## src/rtl/monitor_pkg.sv

```systemverilog
// Shared types for the program result monitor: FSM states and failure codes.
package monitor_pkg;

  localparam int FAIL_CODE_WIDTH = 2;

  typedef enum logic [1:0] {
    ST_IDLE = 2'd0,
    ST_RUN  = 2'd1,
    ST_PASS = 2'd2,
    ST_FAIL = 2'd3
  } mon_state_e;

  typedef enum logic [FAIL_CODE_WIDTH-1:0] {
    FC_NONE     = 2'd0,
    FC_MISMATCH = 2'd1,
    FC_NO_INSTR = 2'd2,
    FC_TIMEOUT  = 2'd3
  } fail_code_e;

  // Index width that stays legal for a single-entry build.
  function automatic int idx_width(input int n);
    return (n > 1) ? $clog2(n) : 1;
  endfunction

endpackage

```

## src/rtl/result_check_entry.sv

```systemverilog
// One programmable (address, expected value) check entry with its matched flag.
module result_check_entry
  import monitor_pkg::*;
#(
  parameter int BIT_COUNT = 32,
  parameter int ADR_WIDTH = 32
) (
  input  logic                 clk,
  input  logic                 reset,
  input  logic                 cfg_wr,
  input  logic                 cfg_en,
  input  logic [ADR_WIDTH-1:0] cfg_adr,
  input  logic [BIT_COUNT-1:0] cfg_data,
  input  logic                 clr_seen,
  input  logic                 run,
  input  logic                 mem_wr,
  input  logic [ADR_WIDTH-1:0] mem_adr,
  input  logic [BIT_COUNT-1:0] mem_data,
  output logic                 en,
  output logic                 hit,
  output logic                 match,
  output logic                 seen
);

  logic [ADR_WIDTH-1:0] adr;
  logic [BIT_COUNT-1:0] expected;

  assign hit   = en & mem_wr & (mem_adr == adr);
  assign match = (mem_data == expected);

  // Entry configuration and matched flag; a clear (start) beats a same-cycle match.
  always_ff @(posedge clk or negedge reset) begin
    if (!reset) begin
      en       <= 1'b0;
      adr      <= '0;
      expected <= '0;
      seen     <= 1'b0;
    end else begin
      if (cfg_wr) begin
        en       <= cfg_en;
        adr      <= cfg_adr;
        expected <= cfg_data;
      end
      if (clr_seen)
        seen <= 1'b0;
      else if (run && hit && match)
        seen <= 1'b1;
    end
  end

endmodule

```

## src/rtl/program_result_monitor.sv

```systemverilog
// Pass/fail monitor snooping the data-memory write bus during a program run.
// Optional: define MONITOR_REWRITE_CHECK_EN to also fail when an already
// matched entry is rewritten with a different value.
module program_result_monitor
  import monitor_pkg::*;
#(
  parameter int BIT_COUNT      = 32,
  parameter int ADR_WIDTH      = 32,
  parameter int NUM_CHECKS     = 4,
  parameter int TIMEOUT_CYCLES = 10000,
  parameter int CNT_WIDTH      = 32,
  localparam int IDX_W         = idx_width(NUM_CHECKS)
) (
  input  logic                       clk,
  input  logic                       reset,
  input  logic                       start,
  input  logic                       cfg_we,
  input  logic [IDX_W-1:0]           cfg_idx,
  input  logic                       cfg_en,
  input  logic [ADR_WIDTH-1:0]       cfg_adr,
  input  logic [BIT_COUNT-1:0]       cfg_data,
  input  logic                       MemEn,
  input  logic                       MemWriteEn,
  input  logic [ADR_WIDTH-1:0]       MemAdr,
  input  logic [BIT_COUNT-1:0]       MemWriteData,
  input  logic                       instr_valid,
  output logic                       done,
  output logic                       pass,
  output logic [FAIL_CODE_WIDTH-1:0] fail_code,
  output logic [IDX_W-1:0]           fail_idx,
  output logic [BIT_COUNT-1:0]       fail_data,
  output logic [NUM_CHECKS-1:0]      seen,
  output logic [CNT_WIDTH-1:0]       cycle_count
);

  mon_state_e state, state_nxt;
  fail_code_e fc_q, fc_nxt;

  logic [NUM_CHECKS-1:0] en, hit, match, mm, seen_nxt;
  logic [IDX_W-1:0]      mm_idx;
  logic                  in_run, mem_wr, cfg_ok, all_ok, timeout;

  assign in_run  = (state == ST_RUN);
  assign mem_wr  = MemEn & MemWriteEn;
  assign cfg_ok  = cfg_we & ~in_run & ~start;
  assign timeout = (cycle_count == CNT_WIDTH'(TIMEOUT_CYCLES - 1));

  for (genvar i = 0; i < NUM_CHECKS; i++) begin : g_entry
    result_check_entry #(
      .BIT_COUNT(BIT_COUNT),
      .ADR_WIDTH(ADR_WIDTH)
    ) u_entry (
      .clk      (clk),
      .reset    (reset),
      .cfg_wr   (cfg_ok && (cfg_idx == IDX_W'(i))),
      .cfg_en   (cfg_en),
      .cfg_adr  (cfg_adr),
      .cfg_data (cfg_data),
      .clr_seen (start),
      .run      (in_run),
      .mem_wr   (mem_wr),
      .mem_adr  (MemAdr),
      .mem_data (MemWriteData),
      .en       (en[i]),
      .hit      (hit[i]),
      .match    (match[i]),
      .seen     (seen[i])
    );
  end

`ifdef MONITOR_REWRITE_CHECK_EN
  assign mm = hit & ~match;
`else
  assign mm = hit & ~match & ~seen;
`endif

  // Seen flags including this cycle's matches; disabled entries count as done.
  assign seen_nxt = seen | (hit & match);
  assign all_ok   = &(seen_nxt | ~en);

  // Lowest mismatching entry index.
  always_comb begin
    mm_idx = '0;
    for (int i = NUM_CHECKS - 1; i >= 0; i--)
      if (mm[i]) mm_idx = IDX_W'(i);
  end

  // State register.
  always_ff @(posedge clk or negedge reset) begin
    if (!reset) state <= ST_IDLE;
    else        state <= state_nxt;
  end

  // Next state and failure cause; start wins, then MISMATCH > PASS > NO_INSTR > TIMEOUT.
  always_comb begin
    state_nxt = state;
    fc_nxt    = fc_q;
    if (start) begin
      state_nxt = ST_RUN;
      fc_nxt    = FC_NONE;
    end else if (in_run) begin
      if (|mm) begin
        state_nxt = ST_FAIL;
        fc_nxt    = FC_MISMATCH;
      end else if (all_ok) begin
        state_nxt = ST_PASS;
      end else if (!instr_valid) begin
        state_nxt = ST_FAIL;
        fc_nxt    = FC_NO_INSTR;
      end else if (timeout) begin
        state_nxt = ST_FAIL;
        fc_nxt    = FC_TIMEOUT;
      end
    end
  end

  // Status outputs decoded from state.
  always_comb begin
    done = (state == ST_PASS) || (state == ST_FAIL);
    pass = (state == ST_PASS);
  end

  // Failure details and saturating run-cycle counter.
  always_ff @(posedge clk or negedge reset) begin
    if (!reset) begin
      fc_q        <= FC_NONE;
      fail_idx    <= '0;
      fail_data   <= '0;
      cycle_count <= '0;
    end else if (start) begin
      fc_q        <= FC_NONE;
      fail_idx    <= '0;
      fail_data   <= '0;
      cycle_count <= '0;
    end else if (in_run) begin
      fc_q <= fc_nxt;
      if (|mm) begin
        fail_idx  <= mm_idx;
        fail_data <= MemWriteData;
      end
      if (cycle_count != '1) cycle_count <= cycle_count + 1'b1;
    end
  end

  assign fail_code = fc_q;

endmodule
```

## config.mk

```make
export PLATFORM = sky130hd
export DESIGN_NAME = program_result_monitor
export DESIGN_NICKNAME = d
export VERILOG_FILES = /design/src/rtl/monitor_pkg.sv /design/src/rtl/result_check_entry.sv /design/src/rtl/program_result_monitor.sv
export SDC_FILE = /design/constraint.sdc
export NUM_CORES = 1
export LEC_CHECK = 0
export CORE_MARGIN = 10
export CORE_UTILIZATION = 45
export DETAILED_ROUTE_END_ITERATION = 12
export GPL_TIMING_DRIVEN = 0
export PLACE_DENSITY = 0.71
export SETUP_SLACK_MARGIN = 0.4
export SLEW_MARGIN = 20
export SYNTH_ARGS = -nofsm -noshare
export SYNTH_HDL_FRONTEND = slang
export SYNTH_SLANG_ARGS = --single-unit
```

## constraint.sdc

```tcl
create_clock -name clk -period 3 [get_ports clk]
set_input_delay 0.75 -clock clk [delete_from_list [all_inputs] [get_ports clk]]
set_output_delay 0.75 -clock clk [all_outputs]
set_load 0.05 [all_outputs]
```

==> out/results.tsv, run 1 <==
metric	value	unit
run_status	finished clean	
power_density_over_cell_area	819	nW/um^2
ratio_of_cells_with_drive_above_1_in_the_final_layout	30.1	%
global_route.usage.met1	28.4	%
r2r_setup_slack	360	ps
report.final.slew_viol_count	0	
detail-route-antenna-nets	0	
fin_crit_sh	87.9	%
maxSlewHeadroom	39.6	%
cts_num_sinks	334	
cts-htree-levels	2	
initialDrtViolationCount	679	
netlist_instances	1385	
maxClockFrequency	379	MHz
cp_data_required_time	3470	ps
clockBufferDepth	3	
boundaryPins	212	
static-leakage-power	0.00892	uW
holdCritPathClass	in -> async	
vias_in_the_first_global_route	12000	
floorplan.initialDensity	45.8	%
n_fill_cell	3005	
routed_wl	49.9	mm
synthFlopType	dfrtp_1	
yosys_top_cell_by_area	dfrtp_1	
synth_top_cell_area_share	49.7	%
port-buffer-count	146	
final_cells	2088	
cts.root.buffer_cell	clkbuf_16	
global_route.overflow_total	0	
global_route_wire_length_before_repair	73.9	mm
synth_sequential_area_ratio	49.7	%
detailedRoute.firstPassIterationCount	5	
postSynthAreaPerCell	12.1	um^2
tritoncts	yes	
tightest_slew	906	ps
dpl.hpwl	37.1	mm
vdd_ir_drop_max	495	uV
setup_violations	0	
gp_routability_congestion	0.916	
netlist_top_cells_area	dfrtp_1 (50%), mux2_2 (17%), xnor2_1 (12%), nand4_1 (3.2%), xor2_1 (2.6%)	
floorplan.die.width	213	um
crit_arrival	3110	ps
postSynthRegisterBits	334	
antenna_found_initial	8	
core_region_area	36700	um^2
floorplan.die.height	213	um
finalHoldViolCount	0	
global_route.peak_usage_layer	met2	
yosys.cell_types.count	44	
wire_per_inst	23.9	um
rsz0062_at_grt	yes	
post_synthesis_net_count	1524	
post-route-drc-count	0	
setup.worst_path.class	reg -> reg	
viasPerCell	5.55	
post_synth_instance_area	16800	um^2
grt_use_total	21.5	%
groute.layer.met2.usage	35.2	%
synthArstFlopShare	100	%
synth_enable_flop_cells	0	
period_needed	2640	ps
grt_start_max_net_pins	87	
count_of_standard_cell_rows	70	
fin_skew	30.9	ps
maxCapViolations	0	
final_nets	1726	
crit_fanout	9	
number_of_buffers_added_by_the_clock_tree_synthesis_step	39	
design.die.area	45500	um^2
crit_path_start_kind	flip-flop	
clk_transition_reported_paths	60	ps
crit-reg2reg-capture	fail_idx[0]	
grt_util_met3	4.46	%
worstReg2RegStart	g_entry[2].u_entry.adr[16]	
worstRegToRegCells	9	
finish.instance_area	20900	um^2
area_growth	24.5	%
placed_cells	2003	
skew_pair_late_insertion_delay	560	ps
synthesis.yosys.warnings	0	
crit_path_end_kind	flip-flop	
placed_cell_area	19000	um^2
detailroute.via_count	11600	
## synth_stat cells (6+ instances only)
| cell | count |
|---|---|
| a21oi_1 | 7 |
| and3_1 | 6 |
| buf_2 | 45 |
| buf_4 | 8 |
| buf_6 | 25 |
| clkbuf_1 | 34 |
| dfrtp_1 | 334 |
| mux2_2 | 260 |
| mux2i_1 | 32 |
| nand2_1 | 36 |
| nand2b_1 | 6 |
| nand3_1 | 36 |
| nand4_1 | 86 |
| nor2_1 | 83 |
| nor3_1 | 16 |
| nor4_1 | 27 |
| nor4b_1 | 11 |
| xnor2_1 | 235 |
| xor2_1 | 49 |
## stage by stage
stage                     util, %  total power (uW)  TNS (ps)  hold WS (ps)  setup slack (ps)
after global placement       51.5             11900  -4627770           506            -13600
after CTS                    55.8             17000         0           147               400
after detailed placement     51.8             12100   -111240           515              -691
after floorplan                 -             10600         0           454               401
final                        57.0             17100         0           130               363
after global routing         57.0             18000         0           172               141
## logic make-up (layout without fill, tap and decap cells)
kind of cell | after synthesis | count (layout) | share of synthesized area [%]
compound gates | 31 | 31 | 1.35
xor+xnor | 286 | 286 | 15.0
fa+ha+maj | 1 | 1 | 0.0744
buf+inv | 118 | 348 | 4.27
flops | 334 | 334 | 49.7
mux | 292 | 292 | 19.3
other cells | 0 | 5 | 0
simple gates | 323 | 323 | 10.3
## report_power, final
| group | switching [uW] | internal [uW] |
|---|---|---|
| Clock | 1950 | 2780 |
| Sequential | 1210 | 6150 |
| Combinational | 2320 | 2730 |
## cells in the final DEF, fill, tap and decap left out, types with 4 or more instances in the layout
cell             instances
dfrtp_1                334
mux2_2                 260
xnor2_1                209
clkdlybuf4s50_1        121
nand4_1                 86
nor2_1                  82
xor2_1                  48
clkbuf_16               42
nand2_1                 36
nand3_1                 34
clkbuf_1                32
mux2i_1                 31
buf_2                   28
buf_6                   27
xnor2_2                 27
buf_4                   23
nor4_1                  19
dlygate4sd2_1           19
nor3_1                  11
clkbuf_8                11
clkbuf_2                 9
nor4b_1                  8
nor4_2                   7
a21oi_1                  7
nor4_4                   6
nand2b_1                 6
and3_1                   6
diode_2                  5
clkbuf_4                 5
nor3_2                   5
inv_1                    5
clkinv_2                 5
dlymetal6s2s_1           5
o211a_1                  4
buf_16                   4
## sequential cells by signal, indices dropped and copies added, names as in the netlist
name                      count
g_entry.u_entry.expected    128
fail_data                    32
state                         2
g_entry.u_entry.adr         128
g_entry.u_entry.seen          4
fail_code                     2
cycle_count                  32
fail_idx                      2
g_entry.u_entry.en            4
## how the worst max path moves through the flow
stage                                      end  slack, ps  cells past startpoint                       start
finish                             fail_idx[0]        360                      9  g_entry[2].u_entry.adr[16]
global route                          state[0]        140                      8   g_entry[2].u_entry.adr[2]
CTS                            cycle_count[10]        400                      1             cycle_count[10]
detailed placement  g_entry[1].u_entry.adr[27]       -690                      7                       start
global placement               cycle_count[25]     -13600                      1                       reset
floorplan                             state[1]        400                      9            MemWriteData[29]
## worst max-delay path, cell delays in order (launching register included)
cell and delay, ps:
dfrtp_1 400, xnor2_1 330, nand4_1 160, nor4_1 450, nand3_2 260, o22ai_4 180
o21ai_2 80, buf_8 170, or3_1 360, a21oi_1 150
## routing by layer
layer,vias up,routed length (um)
met4,6,1050
met2,301,24300
met3,79,2850
met5,-,33
met1,5973,21700
li1,5222,-
## area by class of cell
| type | count | area [um^2] | share of cell area, % |
|---|---|---|---|
| Inverter | 6 | 22.5 | 0.108 |
| Multi-Input combinational cell | 933 | 8150 | 38.9 |
| Timing Repair Buffer | 161 | 1700 | 8.14 |
| Sequential cell | 334 | 8360 | 39.9 |
| Antenna cell | 5 | 12.5 | 0.0598 |
| Tap cell | 468 | 586 | 2.80 |
| Clock inverter | 10 | 121 | 0.580 |
| Buffer | 112 | 812 | 3.88 |
| Clock buffer | 59 | 1160 | 5.55 |
## repair_timing
item | in CTS | in global routing
pin swaps | 3 | 14
setup buffers | 1 | 7
endpoints found under the setup margin | 300 | 207
gates resized for setup | 60 | 59
gates cloned | 0 | 3
endpoints found under the hold margin | 0 | 0
hold buffers | 0 | 0
(Power assumes the default switching activity.)
==> run 2, diff against run 1 <==
--- a/config.mk
+++ b/config.mk
@@ -5,6 +5,7 @@
 export SDC_FILE = /design/constraint.sdc
 export NUM_CORES = 1
 export LEC_CHECK = 0
+export ABC_AREA = 1
 export CORE_MARGIN = 10
 export CORE_UTILIZATION = 45
 export DETAILED_ROUTE_END_ITERATION = 12
==> out/results.tsv, run 2 <==
metric	value	unit	change
post_synthesis_net_count	2471		+62%
count_of_standard_cell_rows	72		+2.9%
finalHoldViolCount	0		unchanged
post-route-drc-count	0		unchanged
detailedRoute.firstPassIterationCount	5		unchanged
viasPerCell	5.22		-5.8%
maxSlewHeadroom	39.2	%	-0.40 points
number_of_buffers_added_by_the_clock_tree_synthesis_step	38		-2.6%
floorplan.initialDensity	45.5	%	-0.28 points
vdd_ir_drop_max	438	uV	-12%
synth_sequential_area_ratio	47.4	%	-2.3 points
core_region_area	38700	um^2	+5.6%
r2r_setup_slack	510	ps	+150 ps
synth_enable_flop_cells	0		unchanged
yosys.cell_types.count	34		-23%
yosys-top-cells-count	nand2_1 (744), dfrtp_1 (334), o21ai_0 (297), inv_1 (239), nor2_1 (198)		
postSynthRegisterBits	334		unchanged
netlist_instances	2332		+68%
whs	96.8	ps	-33.5 ps
crit_path_start_kind	flip-flop		
crit_fanout	4		-5
post_synth_and_or_nand_nor_area_fraction	24.7	%	+14 points
initialDrtViolationCount	1376		+100%
power_density_over_cell_area	847	nW/um^2	+3.4%
synthFlopType	dfrtp_1		
boundaryPins	212		unchanged
worstReg2RegStart	g_entry[2].u_entry.adr[18]		
ratio_of_cells_with_drive_above_1_in_the_final_layout	7.38	%	-23 points
placed_cell_area	20100	um^2	+5.5%
detail-route-antenna-nets	0		unchanged
synthMostInstantiatedCell	nand2_1		
cts.root.buffer_cell	clkbuf_16		
worstPathBufferInverterCount	1		unchanged
crit_path_max_incr_delay	840	ps	+390 ps
crit_arrival	1800	ps	-1310 ps
design.die.area	47500	um^2	+4.5%
setup.worst_path.class	reg -> out		
worstPathCellList	clkdlybuf4s50_1		
dpl.hpwl	46.0	mm	+24%
reg.largest.list	g_entry.u_entry.adr (128), g_entry.u_entry.expected (128)		
cts-htree-levels	2		unchanged
synth_compound_area_share	10.1	%	+8.8 points
report.final.slew_viol_count	0		unchanged
crit_family	buffers and inverters		
synth_top_family_by_area	simple AND/OR/NAND/NOR gates		
synthesis.yosys.warnings	0		unchanged
setup_violations	0		unchanged
static-leakage-power	0.0107	uW	+20%
port-buffer-count	167		+14%
global_route_wire_length_before_repair	92.5	mm	+25%
vias_in_the_first_global_route	16000		+33%
final_nets	2683		+55%
postSynthAreaPerCell	7.56	um^2	-38%
holdCritPathClass	in -> async		
highest-signal-layer	met5		
clk_transition_reported_paths	60	ps	about the same
worstRegToRegCells	14		+5
fin_setup_tns	0	ps	unchanged
cp_data_required_time	2250	ps	-1220 ps
run_status	finished clean		
yosys_top_cell_by_area	dfrtp_1		
synth_top_cell_area_share	47.4	%	-2.3 points
post_synth_instance_area	17600	um^2	+4.9%
netlist_top_cells_area	dfrtp_1 (47%), nand2_1 (16%), o21ai_0 (8.4%), xnor2_1 (6.4%), inv_1 (5.1%)		
routed_wl	60.0	mm	+20%
gp_routability_congestion	1.01		+10%
crit-reg2reg-capture	fail_data[16]		
yosys-mux-area-fraction	0	%	-19 points
drt-met1-wl	26.7	mm	+23%
grt_use_total	25.0	%	+3.5 points
skew_pair_late_insertion_delay	560	ps	about the same
synth-adder-area-share	0.0710	%	-0.0035 points
tightest_slew	912	ps	+6.07 ps
met2WireLength	27.0	mm	+11%
n_fill_cell	3657		+22%
layout.cells.most_common	nand2_1		
global_route.overflow_total	0		unchanged
maxCapViolations	0		unchanged
cts_num_sinks	334		unchanged
wire_per_inst	19.4	um	-19%
wl_met3	4.44	mm	+56%
floorplan.die.height	218	um	+2.2%
synthArstFlopShare	100	%	unchanged
finish.instance_area	21600	um^2	+3.0%
period_needed	2550	ps	-90.1 ps
fin_skew	17.3	ps	-13.6 ps
rsz0062_at_grt	yes		
tritoncts	yes		
area_growth	22.3	%	
yosys.area_share.xor_xnor	9.24	%	-5.8 points
floorplan.die.width	218	um	+2.2%
maxClockFrequency	393	MHz	+3.5%
fin_crit_sh	84.9	%	-3.0 points
slowest_stage_cell_on_the_critical_path	clkdlybuf4s50_1		
detailroute.via_count	16200		+40%
clockBufferDepth	3		unchanged
crit_path_end_kind	output port		
cts_hold_buffers	0		unchanged
grt_start_max_net_pins	85		-2.3%
final_cell_mix	nand2_1 (742), dfrtp_1 (334), o21ai_0 (297)		
antenna_found_initial	4		-4
-- run 2: changes by cell type after synthesis, sizes merged, moves of 24 or more --
cell	delta
nand2	+713
o21ai	+304
mux2	-260
inv	+251
nor2	+119
xnor2	-108
nand4	-61
clkbuf	+34
mux2i	-32
buf	-29
nor4	-24
-- run 2: how the worst max path moves through the flow --
stage                   start  cells past startpoint                               to  slack (ps)
6_report       cycle_count[5]                      1                   cycle_count[5]         450
5_1_grt                 start                      9  g_entry[2].u_entry.expected[10]         390
2_1_floorplan  cycle_count[0]                     15                  cycle_count[26]         690
3_3_place_gp            reset                      1                  cycle_count[23]      -13330
3_5_place_dp        MemAdr[9]                     16                    fail_data[10]        -640
4_1_cts            MemAdr[19]                     16                    fail_data[16]         350
-- run 2: layout make-up --
| cell class | instances | area, um^2 | share of cell area, % |
|---|---|---|---|
| repair buffers | 172 | 1790 | 8.29 |
| inverters | 257 | 965 | 4.47 |
| multi-input cells | 1624 | 7970 | 37.0 |
| clock buffers | 59 | 1140 | 5.29 |
| diodes | 3 | 7.51 | 0.0348 |
| plain buffers | 117 | 568 | 2.63 |
| clock inverters | 10 | 121 | 0.563 |
| flip-flops and latches | 334 | 8360 | 38.8 |
| well taps | 518 | 648 | 3.01 |
-- run 2: where the power goes --
group | total (uW) | internal, uW | switching, uW
registers | 7720 | 6230 | 1480
logic | 5810 | 2350 | 3460
clock network | 4730 | 2800 | 1920
-- run 2: what timing repair did --
item / in CTS / in global routing
pin swaps: 2 / 6
endpoints found under the hold margin: 0 / 0
setup buffers: 1 / 0
gates resized for setup: 66 / 50
endpoints found under the setup margin: 86 / 104
-- run 2: kinds of logic after synthesis --
kind of cell	after synthesis
AO/OA/AOI/OAI	348
adder cells (fa/ha/maj)	1
buffers and inverters	374
XOR/XNOR	186
flip-flops	334
AND/OR/NAND/NOR	1089
-- run 2: per-stage QoR --
step / setup slack (ps) / util, % / total power [uW] / std cells
2_1_floorplan: 685 / - / 11300 / 2332
3_3_place_gp: -13330 / 51.5 / 13100 / 3017
3_5_place_dp: -642 / 51.8 / 13400 / 3021
4_1_cts: 353 / 55.3 / 18200 / 3091
5_1_grt: 390 / 55.7 / 19500 / 3093
6_report: 453 / 55.7 / 18300 / 3094
-- run 2: worst register-to-register path: stages (launching register included) --
cell and delay [ps]:
dfrtp_1 410, xnor2_1 400, nand3_1 190, nor2_1 140
nand2_1 110, nor2_1 120, nand3_1 130, nor2_2 190
nor2_4 70, nand3_1 100, nand2_2 90, buf_6 170
buf_6 160, nand2_1 70, nand2_1 50
-- run 2: layer usage --
metal  GRT usage [%]  up-vias
met4            8.91        2
met1            34.3     7771
met3            4.91      105
li1                -     7672
met5               0        -
met2            38.6      607
